--- src/rtl/popcount_accum_ctrl_pkg.sv ---
// Shared constants for the popcount accumulate controller and its datapath.
// Latency: n/a (declarations only).
// Backpressure: n/a.
package popcount_accum_ctrl_pkg;

    localparam int POPCNT_WORD_W  = 64;
    localparam int POPCNT_CNT_W   = 7;
    localparam int PC_LATENCY_MIN = 0;
    localparam int PC_LATENCY_MAX = 3;

    typedef logic [1:0] state_t;

    localparam state_t ST_IDLE  = 2'd0;
    localparam state_t ST_RUN   = 2'd1;
    localparam state_t ST_DRAIN = 2'd2;
    localparam state_t ST_OUT   = 2'd3;

    function automatic logic [POPCNT_CNT_W-1:0] popcount_word(input logic [POPCNT_WORD_W-1:0] w);
        logic [POPCNT_CNT_W-1:0] n;
        n = '0;
        for (int i = 0; i < POPCNT_WORD_W; i++) begin
            n = n + POPCNT_CNT_W'(w[i]);
        end
        return n;
    endfunction

endpackage

--- src/rtl/popcount64.sv ---
// Pipelined 64-bit population count.
// Latency: LATENCY cycles from en to count (0 = combinational).
// Backpressure: none; the first stage loads only on en, so count holds the last result.
module popcount64
    import popcount_accum_ctrl_pkg::*;
#(
    parameter int LATENCY = 2
) (
    input  logic                     clk,
    input  logic                     arst_n,
    input  logic                     en,
    input  logic [POPCNT_WORD_W-1:0] data,
    output logic [POPCNT_CNT_W-1:0]  count
);

    logic [POPCNT_CNT_W-1:0] cnt_dat;

    assign cnt_dat = popcount_word(data);

    generate
        if (LATENCY == 0) begin : g_comb
            assign count = cnt_dat;
        end else begin : g_pipe
            logic [POPCNT_CNT_W-1:0] stage_dat [LATENCY];

            // Later stages are pure delays of the gated first stage, so a
            // result lands on count exactly LATENCY cycles after its en.
            always_ff @(posedge clk or negedge arst_n) begin
                if (!arst_n) begin
                    for (int i = 0; i < LATENCY; i++) begin
                        stage_dat[i] <= '0;
                    end
                end else begin
                    if (en) begin
                        stage_dat[0] <= cnt_dat;
                    end
                    for (int i = 1; i < LATENCY; i++) begin
                        stage_dat[i] <= stage_dat[i-1];
                    end
                end
            end

            assign count = stage_dat[LATENCY-1];
        end
    endgenerate

endmodule

--- src/rtl/popcount_accum_ctrl.sv ---
// Issues a length-prefixed stream of 64-bit words into popcount64 and returns the summed count.
// Latency: last word accepted in cycle len, sum valid in cycle len+PC_LATENCY+1.
// Backpressure: s_ready only while words of the current vector remain; m_sum held until m_ready.
module popcount_accum_ctrl
    import popcount_accum_ctrl_pkg::*;
#(
    parameter int PC_LATENCY = 2,
    parameter int LEN_W      = 16
) (
    input  logic                     clk,
    input  logic                     rst,
    input  logic                     start,
    input  logic [LEN_W-1:0]         cfg_len,
    input  logic                     s_valid,
    output logic                     s_ready,
    input  logic [POPCNT_WORD_W-1:0] s_data,
    output logic                     m_valid,
    input  logic                     m_ready,
    output logic [LEN_W+6:0]         m_sum,
    output logic                     busy
);

    localparam int ACC_W = LEN_W + 7;
    localparam logic [LEN_W-1:0] LEN_ONE = 1;

    generate
        if (PC_LATENCY < PC_LATENCY_MIN || PC_LATENCY > PC_LATENCY_MAX) begin : g_bad_latency
            $error("popcount_accum_ctrl: PC_LATENCY must be within 0..3");
        end
    endgenerate

    state_t                  state;
    logic [LEN_W-1:0]        len;
    logic [LEN_W-1:0]        issued;
    logic [LEN_W-1:0]        retired;
    logic [ACC_W-1:0]        acc;
    logic                    issue;
    logic                    retire;
    logic [POPCNT_CNT_W-1:0] pc_count;

    assign s_ready = (state == ST_RUN) && (issued < len);
    assign issue   = s_ready && s_valid;
    assign m_valid = (state == ST_OUT);
    assign m_sum   = acc;
    assign busy    = (state != ST_IDLE);

    popcount64 #(
        .LATENCY (PC_LATENCY)
    ) u_popcount64 (
        .clk    (clk),
        .arst_n (~rst),
        .en     (issue),
        .data   (s_data),
        .count  (pc_count)
    );

    generate
        if (PC_LATENCY == 0) begin : g_no_vsr
            assign retire = issue;
        end else begin : g_vsr
            logic [PC_LATENCY-1:0] vsr;

            always_ff @(posedge clk) begin
                if (rst) begin
                    vsr <= '0;
                end else begin
                    vsr[0] <= issue;
                    for (int i = 1; i < PC_LATENCY; i++) begin
                        vsr[i] <= vsr[i-1];
                    end
                end
            end

            assign retire = vsr[PC_LATENCY-1];
        end
    endgenerate

    always_ff @(posedge clk) begin
        if (rst) begin
            state   <= ST_IDLE;
            len     <= '0;
            issued  <= '0;
            retired <= '0;
            acc     <= '0;
        end else begin
            if (issue) begin
                issued <= issued + LEN_ONE;
            end
            if (retire) begin
                retired <= retired + LEN_ONE;
                acc     <= acc + ACC_W'(pc_count);
            end
            case (state)
                ST_IDLE: begin
                    if (start) begin
                        acc     <= '0;
                        issued  <= '0;
                        retired <= '0;
                        if (cfg_len != '0) begin
                            len   <= cfg_len;
                            state <= ST_RUN;
                        end else begin
                            state <= ST_OUT;
                        end
                    end
                end
                ST_RUN: begin
                    // Only a zero-latency datapath can retire the last word while still in RUN.
                    if (retire && (retired + LEN_ONE == len)) begin
                        state <= ST_OUT;
                    end else if (issue && (issued + LEN_ONE == len)) begin
                        state <= ST_DRAIN;
                    end
                end
                ST_DRAIN: begin
                    if (retire && (retired + LEN_ONE == len)) begin
                        state <= ST_OUT;
                    end
                end
                ST_OUT: begin
                    if (m_ready) begin
                        state <= ST_IDLE;
                    end
                end
                default: state <= ST_IDLE;
            endcase
        end
    end

endmodule

--- config.mk ---
export PLATFORM = sky130hd
export DESIGN_NAME = popcount_accum_ctrl
export DESIGN_NICKNAME = d
export VERILOG_FILES = /design/src/rtl/popcount_accum_ctrl_pkg.sv /design/src/rtl/popcount64.sv /design/src/rtl/popcount_accum_ctrl.sv
export SDC_FILE = /design/constraint.sdc
export NUM_CORES = 1
export LEC_CHECK = 0
export CORE_AREA = 10 10 124 126
export CTS_CLUSTER_SIZE = 28
export DETAILED_ROUTE_END_ITERATION = 12
export DIE_AREA = 0 0 134 136
export PLACE_DENSITY_LB_ADDON = 0.1
export SLEW_MARGIN = 0
export SYNTH_ARGS = -nofsm -noshare
export SYNTH_HDL_FRONTEND = slang
export SYNTH_SLANG_ARGS = --single-unit
--- constraint.sdc ---
create_clock -name clk -period 3.7 [get_ports clk]
set_input_delay 0.37 -clock clk [delete_from_list [all_inputs] [get_ports clk]]
set_output_delay 0.37 -clock clk [all_outputs]
set_load 0.01 [all_outputs]
==> impl_metrics.tcl <==
set metrics [dict create \
    synth_area_per_cell_sq_um 8.55 \
    initial_utilization_pct 53.4 \
    grt_pass1_vias 5906 \
    timing.final.ws_setup_ns -2.06 \
    die_y_um 136 \
    drive_gt1_share_pct 8.01 \
    combPwrFrac_pct 77.7 \
    tightest_slew_ns 1.06 \
    reg2reg_slack_ns 0.80 \
    ios 111 \
    portBuffers 110 \
    synthFlopType "dfxtp_1" \
    path_cells "buf_6 -> ha_4 -> inv_2 -> fa_1 -> fa_1 -> fa_1 -> fa_1 -> fa_1 -> fa_1 -> fa_1 -> fa_1 -> fa_2 -> fa_2 -> buf_4 -> buf_4 -> buf_4 -> xor2_1 -> o21ai_0" \
    min_delay_path_depth 0 \
    cpMostUsedCell "fa_1" \
    p_leak_nw 3.61 \
    vias 5846 \
    num_antenna_cells 0 \
    first_pass_iters 6 \
    fin_hold_ws_ns 0.374 \
    ys_seq_area_share_pct 26.7 \
    grt_pass1_wl_um 27400 \
    worstSetupPathType "in2reg" \
    grt_max_degree 34 \
    syn_inst 811 \
    cts_inserted_buffers 9 \
    clkTransAtPathRegs_ns 0.06 \
    rows 42 \
    vdd_drop_max_v 0.00140 \
    clk_latency_ns 0.36 \
    synthArstFlopShare_pct 15.7 \
    place_ws_ns -2.76 \
    report.final.slew_viol_count 0 \
    nFillCells 1101 \
    grt_use_total_pct 18.2 \
    crit_required_ns 3.98 \
    wirelength_um 16600 \
    place_congestion 0.951 \
    synth-xor-area-share_pct 9.60 \
    drv_cap 0 \
    swShare_pct 39.8 \
    h-tree-depth 3 \
    powerDensity_nw_per_um2 1110 \
    synth_area_sq_um 6940 \
    synth_nets 996 \
    outcome "complete, but fails checks" \
    reg2reg_to "state[1]$_SDFFE_PP0P_" \
    yosys_warnings 0 \
    drt_iter0_drc 490 \
    antenna_found_initial 0 \
    yosys.area_share.simple_pct 18.7 \
    die_w_um 134 \
    finalInstanceArea_sq_um 8580 \
    violations "negative setup slack" \
    reg2reg_from "len[13]$_SDFFE_PP0P_" \
    p_sw_mw 3.78 \
    postCtsHoldBufs 0 \
    fmax_ghz 0.173 \
    dieArea_sq_um 18200 \
    hold_start "u_popcount64.g_pipe.stage_dat[10]$_DFFE_PP0P_" \
    hold_path.class "reg2reg" \
    maxSlewHeadroom_pct 29.5 \
    fin_nets 1105 \
    finClkSkew_ns 0.00784 \
    end_kind "flip-flop" \
    hpwl_um 13400 \
    grt_overflow 0 \
    syn2layout_area_growth_pct 23.7 \
    cp.arrival_ns 6.04 \
    setup_viol 7 \
    path_buf_inv 5 \
    clock_path_buffers 2 \
    drc 0 \
    rr_worst_depth 10 \
    cts.sinks 89 \
    cp-start-kind "primary input" \
    place_area_sq_um 8250 \
    synth_mux_area_share_pct 1.30 \
    synth_cell_types 61 \
    slowest_stage "fa_1" \
    synth_edf_count 0 \
    rsz0062_at_grt "true" \
    synth_top_family_by_area "adder cells" \
    path_depth 18 \
    via_per_inst 5.31 \
    path_max_fanout 2 \
    min_to "u_popcount64.count[3]$_DFF_PP0_" \
    critPathMaxStageDelay_ns 0.56 \
    synth-compound-area-share_pct 10.5 \
    hold_violations 0 \
    layout_min_cycle_time_ns 5.76 \
    intPower_mw 5.71 \
    p_clk_share_pct 9.9 \
    synthAdderAreaFrac_pct 24.0 \
    antenna_left 0 \
    crit_family "adder cells" \
    synth-seq-cells 89 \
    seqPwrFrac_pct 12.3 \
    cts_root_buf "clkbuf_16" \
    wl_per_cell_um 15.1 \
    cts_tree "yes" \
    fin_crit_sh_pct 156 \
    coreArea_sq_um 13000 \
]
layout by cell type (no fill, tap or decap), types with 13 or more instances in the layout:
master and count:
inv_1 121, nor2_1 89, clkdlybuf4s50_1 79, dfxtp_1 75
a21oi_1 50, xnor2_1 49, fa_1 47, ha_1 44
nand2_1 41, xor2_1 25, o21ai_0 21, dlygate4sd2_1 21
nand4_1 18, nand3_1 18, buf_4 17, nor4_1 15
dfrtp_1 14, inv_2 13, nor3_1 13
kinds of logic after synthesis:
logic type	count (synthesis)
and+or+nand+nor	254
buffers and inverters	163
AOI/OAI and AO/OA	120
adders and majority gates	100
DFF	89
xor gates and xnor gates	76
muxes	9
timing repair:
action	4_1_cts	5_1_grt
setup endpoints to repair	7	7
setup buffers	2	3
gates cloned	0	0
gates resized for setup	51	14
pin swaps	35	23
layout make-up:
cell class | instances | area (sq um) | area share, %
multi-input combinational | 559 | 4500 | 52.5
sequential | 89 | 1850 | 21.6
timing repair buffer | 127 | 1200 | 14.0
inverter | 134 | 503 | 5.86
clock buffer | 11 | 253 | 2.95
tap | 176 | 220 | 2.57
clock inverter | 4 | 51.3 | 0.598
stage by stage:
step	cells	utilization [%]	total power, mW	TNS, ns
after floorplan	811	-	5.56	-12.51
after global placement	1081	63.6	7.26	-16.91
after detailed placement	1081	63.6	7.43	-17.51
after CTS	1098	65.8	8.70	-13.54
after global routing	1100	66.1	10.6	-14.13
final	1100	66.1	9.49	-12.96
registers in the layout, summed over array words and instances (netlist names):
| register | count |
|---|---|
| u_popcount64.g_pipe.stage_dat | 7 |
| issued | 16 |
| len | 16 |
| u_popcount64.count | 7 |
| retired | 16 |
| g_vsr.vsr | 2 |
| m_sum | 23 |
| state | 2 |
how the worst max path moves through the flow:
stage / from / to
2_1_floorplan: s_data[1] / u_popcount64.g_pipe.stage_dat[13]$_DFFE_PP0P_
3_3_place_gp: s_data[0] / u_popcount64.g_pipe.stage_dat[13]$_DFFE_PP0P_
3_5_place_dp: s_data[0] / u_popcount64.g_pipe.stage_dat[13]$_DFFE_PP0P_
4_1_cts: s_data[0] / u_popcount64.g_pipe.stage_dat[13]$_DFFE_PP0P_
5_1_grt: s_data[0] / u_popcount64.g_pipe.stage_dat[13]$_DFFE_PP0P_
6_report: s_data[0] / u_popcount64.g_pipe.stage_dat[9]$_DFFE_PP0P_
Yosys cell counts (6+ instances only):
cell type | count | area [sq um]
a21o_1 | 6 | 45.0
a21oi_1 | 51 | 255
and3_1 | 9 | 56.3
buf_2 | 7 | 35.0
clkbuf_1 | 14 | 52.6
dfrtp_1 | 14 | 350
dfxtp_1 | 75 | 1500
fa_1 | 55 | 1100
ha_1 | 45 | 563
inv_1 | 134 | 503
mux2i_1 | 9 | 90.1
nand2_1 | 41 | 154
nand3_1 | 18 | 90.1
nand4_1 | 18 | 113
nor2_1 | 89 | 334
nor2b_1 | 8 | 50.1
nor3_1 | 13 | 65.1
nor4_1 | 15 | 93.8
o21ai_0 | 28 | 140
or3_1 | 12 | 75.1
xnor2_1 | 51 | 447
xor2_1 | 25 | 219
metal layers:
metal	up-vias	global-route usage (%)	share of wire [%]
met4	0	6.23	2.2
li1	2881	-	-
met3	36	4.80	6.7
met5	-	0	0
met1	2749	21.2	42
met2	180	31.7	49
power groups by stage:
stage | registers [mW] | logic [mW] | clock network, mW
after global placement | 1.18 | 6.08 | 0
after detailed placement | 1.19 | 6.25 | 0
final | 1.17 | 7.38 | 0.944
after CTS | 1.16 | 6.58 | 0.957
after global routing | 1.18 | 8.43 | 0.999
after floorplan | 1.15 | 4.41 | 0
No activity file was read; power rests on OpenSTA's default activity.
==> variant 1 (same flow settings) <==
Change the parameter `LEN_W` from 16 to 8.
--- a/src/rtl/popcount_accum_ctrl.sv
+++ b/src/rtl/popcount_accum_ctrl.sv
@@ -5,7 +5,7 @@
     import popcount_accum_ctrl_pkg::*;
 #(
     parameter int PC_LATENCY = 2,
-    parameter int LEN_W      = 16
+    parameter int LEN_W      = 8
 ) (
     input  logic                     clk,
     input  logic                     rst,
Ports: changed (resized cfg_len and m_sum); port bits go from 111 to 95. No check against the original RTL was run, so the function may have changed too.
==> variant 1 against the unedited design <==
The run still ends with setup timing left; area after synthesis fell by 31%; setup slack worse by 0.065 ns; clock skew fell by 0.0038 ns; routed wire length shrank 38%; first-iteration DRC count down 68%; synthesized cell count fell by 35%; sequential cell count is 32 lower; design area fell by 27%; critical endpoint is now u_popcount64.g_pipe.stage_dat[13].
Power is left out: the tool's default activity adds up to more than one toggle a clock period on the data nets, which glitch-free logic cannot reach.
==> variant 1: results <==
run_status:
  outcome: "finished, violations left"
  violations: "setup timing"
clock_network:
  clkSlewWorstSetupHoldPaths_ns: 0.05
  cts-root-buf: "clkbuf_16"
  insertion_delay_ns: 0.32
  htree_num_levels: 3
  cts_hold_buf: 0
  cts_buffers: 9
  clk_path_buf_depth: 2
placed_design:
  io_buffers: 94
  dp_hpwl_um: 8710
  place_ws_ns: -2.86
  place.gp.congestion: 0.835
cells_and_area:
  largest_register_ffs: 15
  num_antenna_cells: 0
  nets: 800
  fillers: 1323
  drive_above_1_share_pct: 9.43
yosys:
  ys_dominant_reg_cell: "dfxtp_1"
  synth_nets: 695
  ys_async_sr_fraction_pct: 24.6
  synth.area.top_cells: "fa_1 (23%), dfxtp_1 (18%), ha_1 (9.7%)"
  ys.warnings.count: 0
  ys_types: 53
  synth_common_cells: "inv_1 (109), nor2_1 (56), fa_1 (55), dfxtp_1 (43), ha_1 (37)"
  seq_area_frac_synth_pct: 25.3
global_routing:
  antenna_found_initial: 0
  grt_pass1_wl_um: 17800
  track_usage_pct: 11.8
  grt_start_max_net_pins: 32
  grt_pass1_vias: 3927
drt:
  firstDrtPassIters: 4
  drt-total-wl_um: 10300
  vias: 3679
  drtIter0Drc: 156
hold_path:
  hold_path.class: "reg -> reg"
timing:
  fin_skew_ns: 0.00405
  setup_viol: 7
  tightest_slew_ns: 1.06
  setup_ws_ns: -2.13
worst_setup_path:
  critical_path.max_fanout: 2
  cp.arrival_ns: 6.04
variant 1: through the flow:
| stage | instances | cell area [um^2] | hold WS, ns | TNS [ns] |
|---|---|---|---|---|
| after floorplan | 526 | 4810 | 0.267 | -12.81 |
| after global placement | 794 | 6000 | 0.360 | -17.61 |
| after detailed placement | 794 | 6000 | 0.362 | -18.01 |
| after CTS | 811 | 6270 | 0.374 | -12.81 |
| after global routing | 812 | 6270 | 0.390 | -14.27 |
| final | 812 | 6270 | 0.373 | -12.89 |
variant 1: timing repair:
item	4_1_cts	5_1_grt
cloned	0	0
resized for setup	64	3
pin swaps	21	4
endpoints found under the setup margin	7	7
endpoints found under the hold margin	0	0
buffers inserted	1	1
variant 1: kinds of logic after synthesis:
| logic type | count (synthesis) | share of synthesized area (%) |
|---|---|---|
| XOR/XNOR | 43 | 7.87 |
| AND/OR/NAND/NOR | 135 | 13.3 |
| multiplexers | 8 | 1.67 |
| adder cells (fa/ha/maj) | 92 | 32.7 |
| flip-flops | 57 | 25.3 |
| buffers and inverters | 124 | 9.90 |
| AO/OA/AOI/OAI | 67 | 9.33 |
variant 1: per-layer routing:
| metal | track usage [%] | wire length [um] |
|---|---|---|
| met1 | 13.6 | 4410 |
| met2 | 19.9 | 4960 |
| met3 | 4.50 | 771 |
| met4 | 4.05 | 131 |
| met5 | 0 | 0 |
variant 1: final timing paths:
path | from | cells after the start | slack, ns | endpoint
min reg2reg | u_popcount64.g_pipe.stage_dat[12] | 0 | 0.37 | u_popcount64.count[5]
max reg2reg | len[2] | 9 | 1.02 | state[0]
min | u_popcount64.g_pipe.stage_dat[12] | 0 | 0.37 | u_popcount64.count[5]
min in group asynchronous | rst | 4 | 0.59 | u_popcount64.g_pipe.stage_dat[11]
max in group asynchronous | rst | 4 | 2.95 | u_popcount64.count[2]
max | s_data[38] | 22 | -2.13 | u_popcount64.g_pipe.stage_dat[13]
variant 1: worst max-delay path: stages:
cell and delay, ns:
dlygate4sd2_1 0.19, inv_1 0.05, fa_1 0.49, inv_1 0.05
fa_2 0.54, inv_2 0.04, fa_1 0.49, fa_1 0.44
fa_1 0.48, fa_1 0.51, fa_1 0.43, fa_1 0.49
inv_1 0.05, fa_2 0.35, fa_2 0.35, a21o_1 0.19
a21oi_2 0.13, nor2b_1 0.06, nor2_1 0.09, nor2_1 0.04
nor3_1 0.15, nor2_1 0.06
variant 1: area by class of cell:
class | instances | area [um^2] | share of cell area, %
sequential | 57 | 1210 | 19.3
timing repair buffer | 108 | 1000 | 16.0
inverter | 110 | 413 | 6.58
clock inverter | 6 | 60.1 | 0.957
multi-input combinational | 345 | 3140 | 50.0
tap | 176 | 220 | 3.51
clock buffer | 10 | 229 | 3.65
==> variant 2 (same settings) <==
Without the edit above. Make the reset (`arst_n`) synchronous in one clocked block.
--- a/src/rtl/popcount64.sv
+++ b/src/rtl/popcount64.sv
@@ -25,7 +25,7 @@
 
             // Later stages are pure delays of the gated first stage, so a
             // result lands on count exactly LATENCY cycles after its en.
-            always_ff @(posedge clk or negedge arst_n) begin
+            always_ff @(posedge clk) begin
                 if (!arst_n) begin
                     for (int i = 0; i < LATENCY; i++) begin
                         stage_dat[i] <= '0;
Function: same outputs for any inputs over 4 cycles, from zero or initial values and one cycle with rst high; that may be too few to reach the edited logic, so the function may still have changed.
==> variant 2 against the unedited design <==
The flow still finishes with violations (setup timing); routed wire length decreased by 2.1%; clock skew increased by 0.0023 ns; design area increased by 2.5%; setup slack got worse by 0.097 ns; power increased by 2.7%; via count increased by 2.6%; area after synthesis increased by 3.8%; cell count decreased by 0.27%; sequential cell count unchanged; fmax decreased by 1.7%; critical path type unchanged; critical endpoint is now u_popcount64.g_pipe.stage_dat[0][6]; largest cell class unchanged; largest power group unchanged.
==> variant 2: results <==
hold_path:
  hold_path_end: "g_vsr.vsr[1]"
  hold_start: "g_vsr.vsr[0]"
  hold_depth: 1
timing:
  hold_ws_ns: 0.439
  setup_tns_ns: -13.20
  maxSlewHeadroom_pct: 46.7
  setup_ws_ns: -2.16
  setup_viol: 7
  fin_skew_ns: 0.0102
drt:
  firstDrtPassIters: 7
  wl_per_cell_um: 14.8
  drt-total-wl_um: 16200
  via_per_inst: 5.47
  drtIter0Drc: 293
cells_and_area:
  drive_above_1_share_pct: 9.88
  multi_input_area_share_pct: 53.7
  nNonClkBuffers: 125
  area_growth_pct: 22.2
  bufAreaShareNonClock_pct: 13.3
  inv_count: 120
  regArea_mm2: 0.00192
  clkCellAreaFrac_pct: 3.43
  fillers: 1072
  seq_cell_count: 89
run_status:
  outcome: "finished, violations left"
  violations: "setup timing"
global_routing:
  grt_pass1_vias: 5999
  grt_start_max_net_pins: 56
  track_usage_pct: 17.8
  grt_pass1_wl_um: 27100
pwr:
  leakage_uw: 0.00357
  ir_drop_mv: 2.58
yosys:
  synth-edff-count: 14
  synthXorXnorAreaFrac_pct: 8.00
  synth_compound_area_share_pct: 10.8
  synth_common_cells: "inv_1 (120), nor2_1 (77), dfxtp_1 (75), fa_1 (55), ha_1 (45)"
  ys_types: 71
  synth.area.top_cells: "dfxtp_1 (21%), fa_1 (15%), ha_1 (7.8%)"
  synth_adder_area_share_pct: 23.1
  seq_area_frac_synth_pct: 26.7
  synth_mux_area_share_pct: 3.35
  ys_async_sr_fraction_pct: 0
  avgSynthCellArea_um2: 8.88
worst_setup_path:
  r2r_start: "len[10]"
  crit_end: "u_popcount64.g_pipe.stage_dat[0][6]"
  reg2reg_depth: 10
  ff2ff_setup_slack_ns: 0.46
  max_stage_delay_ns: 0.54
  cp.arrival_ns: 5.94
  reg2reg_to: "issued[13]"
placed_design:
  place_ws_ns: -3.00
  dpl_cell_area_mm2: 0.00851
  place.gp.congestion: 0.906
## variant 2: cell types whose count changed after synthesis, moves of 10 or more
cell      before  now
nor2_1        89   77
nand2_1       41   31
inv_1        134  120
edfxtp_1       0   14
a21oi_1       51   40
mux2i_1        9   23
xnor2_1       51   40
o21ai_0       28   18
dfrtp_1       14    0
## variant 2: per-layer routing
layer | vias to the layer above | GRT usage [%] | wire length, um
met2 | 159 | 31.3 | 8120
met1 | 2839 | 20.7 | 6790
li1 | 2961 | - | -
met4 | 0 | 6.71 | 372
met3 | 37 | 4.17 | 920
met5 | - | 0 | 0
## variant 2: what timing repair did
action | CTS | global route
pin swaps | 35 | 37
endpoints found under the setup margin | 7 | 7
setup buffers | 1 | 0
gates resized for setup | 53 | 38
hold buffers | 0 | 0
## variant 2: report_power, final
part           internal [uW]  leakage (uW)  switching (uW)
clock                    528      0.000142             406
combinational           4120       0.00268            3350
sequential              1260      0.000751            78.8
